===== src/rtl/lstm_mac_scheduler_pkg.sv =====
// lstm_mac_scheduler_pkg: state encoding, gate indices and address widths shared by the scheduler slice
package lstm_mac_scheduler_pkg;
    typedef enum logic [1:0] {IDLE, RUN, FINISH} state_t;
    localparam int NUM_GATES = 4;
    localparam int GATE_I = 0;
    localparam int GATE_F = 1;
    localparam int GATE_G = 2;
    localparam int GATE_O = 3;
    localparam int WT_ADDR_WIDTH = 13;
    localparam int RES_ADDR_WIDTH = 10;
endpackage


===== src/rtl/lstm_mac_scheduler_if.sv =====
// lstm_mac_scheduler_if: requester, MAC and result-buffer signals; slave is the scheduler side
interface lstm_mac_scheduler_if #(
    parameter int OUTPUT_WIDTH = 32,
    parameter int WT_ADDR_WIDTH = lstm_mac_scheduler_pkg::WT_ADDR_WIDTH,
    parameter int RES_ADDR_WIDTH = lstm_mac_scheduler_pkg::RES_ADDR_WIDTH
);
    logic [1:0] req;
    logic [1:0] gnt;
    logic [1:0] job_done;
    logic busy;
    logic mac_start;
    logic [WT_ADDR_WIDTH-1:0] wt_base;
    logic mac_valid;
    logic signed [OUTPUT_WIDTH-1:0] mac_out_element;
    logic mac_done;
    logic res_we;
    logic [RES_ADDR_WIDTH-1:0] res_addr;
    logic signed [OUTPUT_WIDTH-1:0] res_data;
    logic err;
    modport master (
        output req, mac_valid, mac_out_element, mac_done,
        input gnt, job_done, busy, mac_start, wt_base, res_we, res_addr, res_data, err
    );
    modport slave (
        input req, mac_valid, mac_out_element, mac_done,
        output gnt, job_done, busy, mac_start, wt_base, res_we, res_addr, res_data, err
    );
endinterface


===== src/rtl/lstm_mac_scheduler_rr_arbiter2.sv =====
// rr_arbiter2: two-way round-robin arbiter; ptr picks the winner only when both request
module rr_arbiter2 (
    input  logic [1:0] req,
    input  logic       ptr,
    output logic [1:0] grant
);
    assign grant = (req[0] && !(req[1] && ptr)) ? 2'b01 : req[1] ? 2'b10 : 2'b00;
endmodule


===== src/rtl/lstm_mac_scheduler.sv =====
// lstm_mac_scheduler: grants forward/backward jobs round-robin and sequences the shared MAC
// through NUM_GATES passes per job, writing each element to the result buffer
module lstm_mac_scheduler
    import lstm_mac_scheduler_pkg::*;
#(
    parameter int OUTPUT_WIDTH = 32,
    parameter int COLS_B = 100,
    parameter int NUM_GATES = lstm_mac_scheduler_pkg::NUM_GATES,
    parameter int GATE_WT_SIZE = 600,
    parameter int WT_ADDR_WIDTH = lstm_mac_scheduler_pkg::WT_ADDR_WIDTH,
    parameter int RES_ADDR_WIDTH = lstm_mac_scheduler_pkg::RES_ADDR_WIDTH
) (
    input logic clk,
    input logic rst,
    lstm_mac_scheduler_if.slave bus
);
    localparam int GW = NUM_GATES > 1 ? $clog2(NUM_GATES) : 1;
    localparam int CW = $clog2(COLS_B + 1);
    localparam logic [GW-1:0] GATE_LAST = GW'(NUM_GATES - 1);
    localparam logic [CW-1:0] COLS_MAX = CW'(COLS_B);

    state_t state, state_d;
    logic [1:0] grant, gnt, gnt_d, job_done, job_done_d;
    logic busy, busy_d, mac_start, mac_start_d, res_we, res_we_d, err, err_d, rr_ptr, rr_ptr_d;
    logic [WT_ADDR_WIDTH-1:0] wt_base, wt_base_d;
    logic [RES_ADDR_WIDTH-1:0] res_addr, res_addr_d;
    logic signed [OUTPUT_WIDTH-1:0] res_data, res_data_d;
    logic [GW-1:0] gate, gate_d;
    logic [CW-1:0] col, col_d;

    function automatic logic [WT_ADDR_WIDTH-1:0] wt_of(input logic dir, input logic [GW-1:0] g);
        return WT_ADDR_WIDTH'((int'(dir) * NUM_GATES + int'(g)) * GATE_WT_SIZE);
    endfunction

    function automatic logic [RES_ADDR_WIDTH-1:0] res_of(input logic dir, input logic [GW-1:0] g,
                                                         input logic [CW-1:0] c);
        return RES_ADDR_WIDTH'((int'(dir) * NUM_GATES + int'(g)) * COLS_B + int'(c));
    endfunction

    rr_arbiter2 u_arb (.req(bus.req), .ptr(rr_ptr), .grant(grant));

    always_ff @(posedge clk or posedge rst) begin
        if (rst) begin
            state <= IDLE;
            gnt <= '0;
            job_done <= '0;
            busy <= 1'b0;
            mac_start <= 1'b0;
            wt_base <= '0;
            res_we <= 1'b0;
            res_addr <= '0;
            res_data <= '0;
            err <= 1'b0;
            gate <= '0;
            col <= '0;
            rr_ptr <= 1'b0;
        end else begin
            state <= state_d;
            gnt <= gnt_d;
            job_done <= job_done_d;
            busy <= busy_d;
            mac_start <= mac_start_d;
            wt_base <= wt_base_d;
            res_we <= res_we_d;
            res_addr <= res_addr_d;
            res_data <= res_data_d;
            err <= err_d;
            gate <= gate_d;
            col <= col_d;
            rr_ptr <= rr_ptr_d;
        end
    end

    always_comb begin
        state_d = (state == IDLE && grant != 2'b00) ? RUN :
                  (state == RUN && bus.mac_done && gate == GATE_LAST) ? FINISH :
                  (state == FINISH) ? IDLE : state;
    end

    // element write is resolved before mac_done so a same-cycle last element lands in its pass
    always_comb begin
        gnt_d = gnt;
        job_done_d = 2'b00;
        busy_d = state_d != IDLE;
        mac_start_d = 1'b0;
        wt_base_d = wt_base;
        res_we_d = 1'b0;
        res_addr_d = res_addr;
        res_data_d = res_data;
        err_d = err;
        gate_d = gate;
        col_d = col;
        rr_ptr_d = rr_ptr;
        if (state == IDLE && grant != 2'b00) begin
            gnt_d = grant;
            gate_d = GW'(GATE_I);
            col_d = '0;
            mac_start_d = 1'b1;
            wt_base_d = wt_of(grant[1], GW'(GATE_I));
        end
        if (bus.mac_valid) begin
            if (state != RUN || col == COLS_MAX) begin
                err_d = 1'b1;
            end else begin
                res_we_d = 1'b1;
                res_data_d = bus.mac_out_element;
                res_addr_d = res_of(gnt[1], gate, col);
                col_d = col + 1'b1;
            end
        end
        if (state == RUN && bus.mac_done) begin
            err_d = err_d | (col_d != COLS_MAX);
            if (gate != GATE_LAST) begin
                gate_d = gate + 1'b1;
                col_d = '0;
                wt_base_d = wt_of(gnt[1], gate + 1'b1);
                mac_start_d = 1'b1;
            end
        end
        if (state == FINISH) begin
            job_done_d = gnt;
            gnt_d = 2'b00;
            rr_ptr_d = ~gnt[1];
        end
    end

    assign bus.gnt = gnt;
    assign bus.job_done = job_done;
    assign bus.busy = busy;
    assign bus.mac_start = mac_start;
    assign bus.wt_base = wt_base;
    assign bus.res_we = res_we;
    assign bus.res_addr = res_addr;
    assign bus.res_data = res_data;
    assign bus.err = err;
endmodule


===== src/flat_wrapper.sv =====
// flat-port wrapper written by rule: the top's interface ports become plain ports
module lstm_mac_scheduler_flat import lstm_mac_scheduler_pkg::*;
#(
    parameter int OUTPUT_WIDTH = 32,
    parameter int COLS_B = 100,
    parameter int NUM_GATES = lstm_mac_scheduler_pkg::NUM_GATES,
    parameter int GATE_WT_SIZE = 600,
    parameter int WT_ADDR_WIDTH = lstm_mac_scheduler_pkg::WT_ADDR_WIDTH,
    parameter int RES_ADDR_WIDTH = lstm_mac_scheduler_pkg::RES_ADDR_WIDTH
)
  (clk, rst, bus_req, bus_mac_valid, bus_mac_out_element, bus_mac_done, bus_gnt, bus_job_done, bus_busy, bus_mac_start, bus_wt_base, bus_res_we, bus_res_addr, bus_res_data, bus_err);
  lstm_mac_scheduler_if #(.OUTPUT_WIDTH(OUTPUT_WIDTH), .WT_ADDR_WIDTH(WT_ADDR_WIDTH), .RES_ADDR_WIDTH(RES_ADDR_WIDTH)) bus_i ();
  input logic clk;
  input logic rst;
  input wire logic [$bits(bus_i.req)-1:0] bus_req;
  input wire logic [$bits(bus_i.mac_valid)-1:0] bus_mac_valid;
  input wire logic [$bits(bus_i.mac_out_element)-1:0] bus_mac_out_element;
  input wire logic [$bits(bus_i.mac_done)-1:0] bus_mac_done;
  output wire logic [$bits(bus_i.gnt)-1:0] bus_gnt;
  output wire logic [$bits(bus_i.job_done)-1:0] bus_job_done;
  output wire logic [$bits(bus_i.busy)-1:0] bus_busy;
  output wire logic [$bits(bus_i.mac_start)-1:0] bus_mac_start;
  output wire logic [$bits(bus_i.wt_base)-1:0] bus_wt_base;
  output wire logic [$bits(bus_i.res_we)-1:0] bus_res_we;
  output wire logic [$bits(bus_i.res_addr)-1:0] bus_res_addr;
  output wire logic [$bits(bus_i.res_data)-1:0] bus_res_data;
  output wire logic [$bits(bus_i.err)-1:0] bus_err;
  assign bus_i.req = bus_req;
  assign bus_i.mac_valid = bus_mac_valid;
  assign bus_i.mac_out_element = bus_mac_out_element;
  assign bus_i.mac_done = bus_mac_done;
  assign bus_gnt = bus_i.gnt;
  assign bus_job_done = bus_i.job_done;
  assign bus_busy = bus_i.busy;
  assign bus_mac_start = bus_i.mac_start;
  assign bus_wt_base = bus_i.wt_base;
  assign bus_res_we = bus_i.res_we;
  assign bus_res_addr = bus_i.res_addr;
  assign bus_res_data = bus_i.res_data;
  assign bus_err = bus_i.err;
  lstm_mac_scheduler #(.OUTPUT_WIDTH(OUTPUT_WIDTH), .COLS_B(COLS_B), .NUM_GATES(NUM_GATES), .GATE_WT_SIZE(GATE_WT_SIZE), .WT_ADDR_WIDTH(WT_ADDR_WIDTH), .RES_ADDR_WIDTH(RES_ADDR_WIDTH)) u_core (.clk(clk), .rst(rst), .bus(bus_i));
endmodule

===== config.mk =====
export PLATFORM = sky130hd
export DESIGN_NAME = lstm_mac_scheduler_flat
export DESIGN_NICKNAME = d
export VERILOG_FILES = /design/src/rtl/lstm_mac_scheduler_pkg.sv /design/src/rtl/lstm_mac_scheduler_if.sv /design/src/rtl/lstm_mac_scheduler_rr_arbiter2.sv /design/src/rtl/lstm_mac_scheduler.sv /design/src/flat_wrapper.sv
export SDC_FILE = /design/constraint.sdc
export NUM_CORES = 1
export LEC_CHECK = 0
export ABC_AREA = 0
export BUFFER_PORTS_ARGS = -buffer_cell sky130_fd_sc_hd__buf_2
export CAP_MARGIN = 20
export CELL_PAD_IN_SITES_DETAIL_PLACEMENT = 0
export CELL_PAD_IN_SITES_GLOBAL_PLACEMENT = 2
export CORE_ASPECT_RATIO = 2
export CORE_MARGIN = 5
export CORE_UTILIZATION = 33
export DETAILED_ROUTE_END_ITERATION = 6
export MAX_ROUTING_LAYER = met4
export PLACE_DENSITY_LB_ADDON = 0.12
export SYNTH_ARGS = -nofsm -noshare
export SYNTH_HDL_FRONTEND = slang
export SYNTH_SLANG_ARGS = --single-unit

===== constraint.sdc =====
create_clock -name clk -period 7.1 [get_ports clk]
set_input_delay 1.42 -clock clk [delete_from_list [all_inputs] [get_ports clk]]
set_output_delay 1.42 -clock clk [all_outputs]
set_load 0.1 [all_outputs]

==> impl.org, run 1 <==
** Die
- In this run the horizontal extent of the chip is 82.8 um.
- The core region is 10500 um2.
- The die covers 12900 um2.
- Height of the die :: 156 um
- Initial cell density of the core :: about a third
- Row count :: 53
- Ports placed on the boundary :: approximately 100

** Final layout
- The finished layout holds 625 standard cells, fillers aside.
- Compared with the post-synthesis result, the final layout area differs by 27.7%.
- Antenna Cells :: 0
- Combined area of the multi-input logic cells :: 1490 um2
- Share of cells above drive strength 1 :: 25.6%
- Register Area :: 1880 um2
- Counting the fill cells in the layout gives approximately 1100.
- Final nets :: between 500 and 600

** Clock network
- CTS buffer count :: 9
- Post-CTS timing repair inserted 0 buffers for setup.
- For this design, the CTS-stage hold fixing added 0 buffers.
- CTS H-tree lvls :: 3
- Worst-Skew Late Latency :: 0.33 ns
- The clock drives 75 sinks.
- TritonCTS built the clock tree.
- CTS placed an instance of sky130_fd_sc_hd__clkbuf_16 at the clock tree root.
- Maximum clock path buffer count :: 2
- Clock slew seen by the registers of the worst setup and hold paths :: 0.06 ns
- Gates resized during post-CTS repair numbered 0.

** Worst setup path
- Cell depth of the worst flop-to-flop path :: 10
- Worst-path fanout max :: 15
- Data on the critical path arrives at its endpoint at 1.51 ns.
- Total buffers and inverters traversed by the critical path :: 1
- The worst register-to-register path ends at u_core.bus.wt_base[10]$_DFF_PP0_.
- The slowest stage of the critical path is the sky130_fd_sc_hd__dfrtp_1 cell.
- In this run the critical register-to-register path is launched from u_core.gate[0]$_DFF_PP0_.
- Data required time of the critical path :: 5.68 ns
- The critical path is of the reg -> out type.
- Startpoint type of the worst setup path :: register
- The cell family contributing the most delay on the critical path is flip-flops.
- STA classifies the critical path endpoint as a primary output.
- Largest incremental delay on the critical path :: 0.65 ns
- Ordered cell list for the critical path :: buf_2
- Setup slack of the most critical reg-to-reg path :: 4.37 ns

** Timing
- Number of hold-slack violations in the final timing report :: 0
- Setup total negative slack :: 0 ns
- Timing would allow up to 0.342 GHz.
- The number of pins exceeding their max-slew limit in the final report came to 0.
- Subtracting the final worst setup slack from the clock period gives 2.93 ns.
- Max-slew headroom :: approximately 50%
- Final worst-path cycle share :: between 40% and 50%
- For the pin with the worst max-slew slack, the measured transition is 0.746 ns.
- Setup repair after global routing left no endpoint under its margin.
- Clock skew :: ~0.0087 ns
- Setup violations remaining at the end of the flow were counted as 0.

** Placed design
- DP HPWL :: 6.83 mm
- Final GP Congestion :: 0.832
- Counting tap cells, the placed design contains a total of roughly 610 instances.
- Input/output buffers :: 100

** Synth
- After synthesis, flip-flops and latches occupy 53.7% of the total area.
- Top-area cell type share of the netlist area :: 53.7%
- Most used flip-flop cell after synthesis :: sky130_fd_sc_hd__dfrtp_1
- Mean instance size in the synthesized netlist :: 9.15 um2
- Yosys mapped a number of flops with a built-in enable equal to 0.
- Commonest cells in the netlist :: 135 x sky130_fd_sc_hd__nand2_1, 75 x sky130_fd_sc_hd__dfrtp_1, 24 x sky130_fd_sc_hd__o21ai_0
- sky130_fd_sc_hd__nand2_1 is the most common cell in the netlist.
- Nets in the synthesized netlist :: roughly 440
- Synthesized instance count :: 382
- Synthesis instantiated 39 different standard cells from the library.
- Of all flip-flops after synthesis, the portion carrying an async set or reset was 100%.
- Cell types occupying the most area after synthesis :: sky130_fd_sc_hd__dfrtp_1 54%, sky130_fd_sc_hd__nand2_1 14%, sky130_fd_sc_hd__ha_1 6.1%
- Most area-hungry cell type in the Yosys netlist :: sky130_fd_sc_hd__dfrtp_1
- Total of flip-flops plus latches after synthesis :: 75
- Post-Synthesis Cell Area :: 3500 um2
- For this run, the number of Yosys warnings is 0.

** Routing
- Using the TritonRoute via totals, the vias-per-cell ratio works out to 4.72.
- 1st-pass router iterations :: 6
- Once detail routing completed, the nets flagged for antenna violations numbered 0.
- 1st-iter DRT viols :: 76
- Routed wire length :: 9.41 mm
- For this run, design rule violations remaining after detail routing come to 0.
- After detailed routing, the average wire length per cell comes to 15.1 um.
- The final route contains just under 3000 vias.

** Hold path
- The min-delay analysis places its worst path in the category reg -> reg.
- The worst hold path was traced through 2 stages.
- Min-Delay Endpoint :: u_core.bus.res_data[3]$_DFFE_PP0P_
- In this run the most critical hold path is launched from u_core.bus.res_data[3]$_DFFE_PP0P_.

** Job
- Max-cap violations :: 0

** Global route
- Global routing used 15.7% of the available tracks across all layers.
- Maximum number of pins on one net before global-route repair :: 76
- The initial antenna violation count was 0.
- The number of global-route vias before repair was between 2000 and 3000.
- Global routing finished with a remaining overflow of 0.
- Global-route wire length before repair :: 14.8 mm

** Run status
- The run finished with clean final reports.
==> logic make-up (layout without fill, tap and decap cells) <==
family          Yosys count  after routing  share of synthesized area (%)
fa+ha+maj                18             18                           6.65
simple gates            189            189                           22.6
compound gates           59             59                           10.2
buf+inv                  28            134                           3.61
xor+xnor                 13             13                           3.26
flops                    75             75                           53.7
==> placed cells by master, fill, tap and decap left out, types with 2 or more instances in the layout <==
cell type,count
sky130_fd_sc_hd__nand2_1,135
sky130_fd_sc_hd__buf_2,100
sky130_fd_sc_hd__dfrtp_1,75
sky130_fd_sc_hd__o21ai_0,24
sky130_fd_sc_hd__nor2_1,20
sky130_fd_sc_hd__ha_1,17
sky130_fd_sc_hd__a21oi_1,13
sky130_fd_sc_hd__inv_1,12
sky130_fd_sc_hd__nand3_1,11
sky130_fd_sc_hd__clkbuf_16,9
sky130_fd_sc_hd__xor2_1,7
sky130_fd_sc_hd__xnor2_1,6
sky130_fd_sc_hd__and2_1,5
sky130_fd_sc_hd__and3_1,5
sky130_fd_sc_hd__a31oi_1,5
sky130_fd_sc_hd__nor2b_1,3
sky130_fd_sc_hd__a21o_1,3
sky130_fd_sc_hd__buf_4,3
sky130_fd_sc_hd__nand2b_1,2
sky130_fd_sc_hd__nor3_1,2
sky130_fd_sc_hd__o21ai_1,2
sky130_fd_sc_hd__or2_1,2
sky130_fd_sc_hd__a32oi_1,2
sky130_fd_sc_hd__o22ai_1,2
sky130_fd_sc_hd__clkinv_2,2
sky130_fd_sc_hd__bufinv_16,2
sky130_fd_sc_hd__clkinv_4,2
==> routing by layer <==
layer / wire length (um) / global-route usage, % / up-vias
li1: - / - / 1456
met1: 3350 / 16.2 / 1396
met2: 5360 / 27.8 / 76
met3: 450 / 2.89 / 19
met4: 258 / 7.25 / 0
met5: 0 / - / -
==> metrics by stage <==
| step | setup WS, ns | hold slack, ns | area, um2 | utilization (%) |
|---|---|---|---|---|
| after floorplan | 3.77 | 0.480 | 3500 | - |
| after global placement | 4.14 | 0.452 | 4120 | 39.3 |
| after detailed placement | 4.11 | 0.457 | 4120 | 39.3 |
| after CTS | 4.12 | 0.472 | 4440 | 42.4 |
| after global routing | 4.04 | 0.487 | 4470 | 42.6 |
| final | 4.17 | 0.468 | 4470 | 42.6 |
==> layout make-up <==
class | instances | area share, %
tap | 137 | 3.84
sequential | 75 | 42.0
clock buffer | 10 | 5.13
multi-input combinational | 279 | 33.5
inverter | 14 | 1.20
clock inverter | 6 | 2.02
timing repair buffer | 104 | 12.3
==> how the worst max path moves through the flow <==
stage	slack (ns)	depth (start not counted)	from	endpoint
4_1_cts	4.12	1	u_core.bus.gnt[1]$_DFFE_PP0P_	bus_gnt[1]
3_5_place_dp	4.11	7	bus_mac_valid	u_core.bus.err$_DFF_PP0_
3_3_place_gp	4.14	7	bus_mac_valid	u_core.bus.err$_DFF_PP0_
5_1_grt	4.04	10	u_core.gate[0]$_DFF_PP0_	u_core.bus.wt_base[10]$_DFF_PP0_
2_1_floorplan	3.77	1	rst	u_core.bus.busy$_DFF_PP0_
6_report	4.17	1	u_core.bus.gnt[1]$_DFFE_PP0P_	bus_gnt[1]
==> registers in the layout (all words and copies together) (netlist names) <==
name / flops
u_core.col: 7
u_core.state: 2
u_core.rr_ptr: 1
u_core.bus.job_done: 2
u_core.gate: 2
u_core.bus.res_we: 1
u_core.bus.wt_base: 13
u_core.bus.res_data: 32
u_core.bus.mac_start: 1
u_core.bus.gnt: 2
u_core.bus.res_addr: 10
u_core.bus.busy: 1
u_core.bus.err: 1
Power of run 1 is left out: the tool's default activity adds up to more than one toggle a clock period on the data nets, which glitch-free logic cannot reach.
==> run 2, diff against run 1 <==
Settings changed: CORE_UTILIZATION 33 to 27.
Clock period 7.1 ns to 2.5 ns, I/O delays scaled along.
==> impl.org, run 2 (synthesis results as in run 1) <==
** Die
- The floorplan row count was 59 (was 53).
- The total core area was 12800 um2 (was 10500 um2).
- Height of the die :: 171 um (was 156 um)
- Initial cell density of the core :: 27.2% (was 33.4%)
- The die width came to 90.5 um (was 82.8 um).
- The number of I/O pins was 101 (unchanged).
- The die outline area was 15500 um2 (was 12900 um2).

** Hold path
- Worst Hold Class :: in -> async (was reg -> reg)

** Routing
- Post-route DRC violation count :: 0 (unchanged)
- 1st-pass router iterations :: 4 (was 6)
- 1st-iter DRT viols :: 120 (was 76)
- Count of antenna-violating nets left after detailed routing :: 0 (unchanged)
- The average routed wire per standard cell came to 14.6 um (was 15.1 um).
- Routed wire length :: 9.46 mm (was 9.41 mm)
- Detail-routed via count per cell :: 4.43 (was 4.72)
- The number of vias after detailed routing came to 2877 (was 2947).

** Worst setup path
- The endpoint kind of the worst setup timing path was a register (was primary output).
- The peak fanout along the critical path came to 4 (was 15).
- Slowest cell on the critical path :: sky130_fd_sc_hd__dfrtp_1 (unchanged)
- Largest incremental delay on the critical path :: 0.34 ns (was 0.65 ns)
- Counting stages on the worst path, the most repeated cell is sky130_fd_sc_hd__ha_1.
- The arrival time of the worst setup path was 2.50 ns (was 1.51 ns).
- Ordered cell list for the critical path :: inv_1, ha_1, inv_1, ha_1, a31o_2, ha_1, a31oi_1, nor3b_2, xnor2_1, o21ai_0 (was buf_2)
- The start-to-end type of the worst setup path was reg -> reg (was reg -> out).
- Total buffers and inverters traversed by the critical path :: 2 (was 1)
- Data required time of the critical path :: 2.71 ns (was 5.68 ns)
- The gate family responsible for the most delay along the worst path is adder cells (was flip-flops).
- The nature of the critical path startpoint is a register (unchanged).

** Job
- Max-cap violations :: 0 (unchanged)

** Global route
- The first-pass GRT wire length was 15.7 mm (was 14.8 mm).
- The met3 demand-to-capacity share in global routing was 3.48% (was 2.89%).
- Global route overflow :: 0 (unchanged)
- Maximum number of pins on one net before global-route repair :: 76 (unchanged)
- Total routing usage reported by global routing :: 13.1% (was 15.7%)
- The initial antenna violation count came to 0 (unchanged).
- The global-route met1 utilization was 15.3% (was 16.2%).
- The number of global-route vias before repair came to 2963 (was 2933).
- The met2 usage is 21.8% (was 27.8%).
- The most utilized layer in the global route result is met2 (unchanged).

** Final layout
- Most common cell after layout, fill and taps aside :: sky130_fd_sc_hd__nand2_1 (unchanged)
- Largest registers ranked by flip-flop count :: u_core.bus.res_data (32), u_core.bus.wt_base (13), u_core.bus.res_addr (10) (unchanged)
- Final nets :: 549 (was 539)
- Fillers :: 1399 (was 1127)
- Highest-count cells in the layout ignoring fill and taps :: 135 x sky130_fd_sc_hd__nand2_1, 100 x sky130_fd_sc_hd__buf_2, 75 x sky130_fd_sc_hd__dfrtp_1 (unchanged)
- Share of the core filled with cells in the final layout :: 35.6% (was 42.6%)
- The area growth from synthesis to layout is 30.7% (was 27.7%).
- The number of diodes came to 0 (unchanged).
- Top register by number of flip-flops :: u_core.bus.res_data (unchanged)
- Share of cells above drive strength 1 :: 27.5% (was 25.6%)
- Flip-flop count of the largest register, all copies and words added :: 32 (unchanged)

** Clock network
- The maximum clock path buffer count is 2 (unchanged).
- The number of buffers inserted for hold repair after clock tree synthesis was 0 (unchanged).
- The number of buffers created by CTS is 9 (unchanged).
- Clock tree from TritonCTS :: yes (unchanged)
- Post-CTS Setup Repair Bufs :: 0 (unchanged)
- The number of H-tree branching levels was 3 (unchanged).
- The clock net sink count came to 75 (unchanged).
- Clock slew seen by the registers of the worst setup and hold paths :: 0.07 ns (was 0.06 ns)
- The clock latency reported for the late side of the worst-skew pair was 0.34 ns (was 0.33 ns).
- Root Buffer :: sky130_fd_sc_hd__clkbuf_16 (unchanged)

** Placed design
- DP HPWL :: 6.97 mm (was 6.83 mm)
- The final estimated routing congestion in global placement was 0.761 (was 0.832).
- The number of port buffers was 100 (unchanged).

** Timing
- RSZ-0062 raised after global routing :: false (unchanged)
- Final worst path period need :: 2.29 ns
- Max-slew headroom :: 65.7% (was 50.2%)
- Transition time at the pin with the least slew margin :: 0.518 ns (was 0.746 ns)
- The worst path uses 91.7% of the clock period.
- The total count of hold-check failures in the final report is 0 (unchanged).
- Achievable frequency :: around 0.44 GHz
- The number of endpoints failing setup at the final stage is 0 (unchanged).
- Clock skew :: 0.00999 ns (was 0.00869 ns)
- The total negative setup slack came to 0 ns (unchanged).
- Count of final max-slew check failures :: 0 (unchanged)

** Run status
- Outcome :: complete, no violations (unchanged)
## run 2: changes by cell type in the layout (fill, tap and decap cells not counted)
cell	delta
sky130_fd_sc_hd__buf_12	+1
sky130_fd_sc_hd__buf_16	-1
sky130_fd_sc_hd__buf_4	+10
sky130_fd_sc_hd__clkbuf_1	-1
sky130_fd_sc_hd__clkbuf_8	+1
sky130_fd_sc_hd__clkinv_2	-1
sky130_fd_sc_hd__clkinvlp_4	-1
sky130_fd_sc_hd__inv_6	+2
sky130_fd_sc_hd__nor3b_1	-1
sky130_fd_sc_hd__nor3b_2	+1
## run 2: cell type report
type | count | area [um2] | share of cell area [%]
Timing Repair Buffer | 114 | 618 | 13.5
Inverter | 14 | 53.8 | 1.18
Tap cell | 152 | 190 | 4.16
Sequential cell | 75 | 1880 | 41.1
Clock inverter | 6 | 95.1 | 2.08
Clock buffer | 10 | 239 | 5.23
Multi-Input combinational cell | 279 | 1500 | 32.8
## run 2: final timing paths
| check | start | to | slack [ns] | depth (start not counted) |
|---|---|---|---|---|
| setup / recovery | u_core.gate[0]$_DFF_PP0_ | u_core.bus.wt_base[10]$_DFF_PP0_ | 0.21 | 10 |
| hold / removal | rst | u_core.bus.res_data[25]$_DFFE_PP0P_ | 0.23 | 3 |
| setup reg to reg | u_core.gate[0]$_DFF_PP0_ | u_core.bus.wt_base[10]$_DFF_PP0_ | 0.21 | 10 |
| hold reg to reg | u_core.bus.res_data[0]$_DFFE_PP0P_ | u_core.bus.res_data[0]$_DFFE_PP0P_ | 0.47 | 2 |
| max in group asynchronous | rst | u_core.bus.wt_base[4]$_DFF_PP0_ | 1.92 | 3 |
| min in group clk | bus_mac_out_element[1] | u_core.bus.res_data[1]$_DFFE_PP0P_ | 0.35 | 3 |
## run 2: layer usage
| layer | share of wire (%) | vias up |
|---|---|---|
| li1 | - | 1475 |
| met5 | 0 | - |
| met2 | 52 | 55 |
| met3 | 3.9 | 7 |
| met4 | 1.3 | 0 |
| met1 | 43 | 1340 |
## run 2: worst register-to-register path, delay by kind of cell (launching register included)
family          cells  cell delay (ns)
flops               1             0.34
buf+inv             2             0.17
simple gates        1             0.22
compound gates      3             0.43
xor+xnor            1             0.14
fa+ha+maj           3             0.89
## run 2: repair_timing
action / 4_1_cts / 5_1_grt
gates resized for setup: 0 / 1
setup endpoints to repair: 0 / 1
hold endpoints to repair: 0 / 0
## run 2: per-stage QoR
step	setup WS, ns	hold slack (ns)	cell area [um2]	cells
6_report	0.208	0.232	4570	650
3_3_place_gp	0.162	0.453	4230	634
2_1_floorplan	0.0643	0.480	3500	382
3_5_place_dp	0.145	0.456	4230	634
5_1_grt	0.0558	0.276	4570	650
4_1_cts	0.128	0.253	4570	650
Power of run 2 is left out for the same reason.
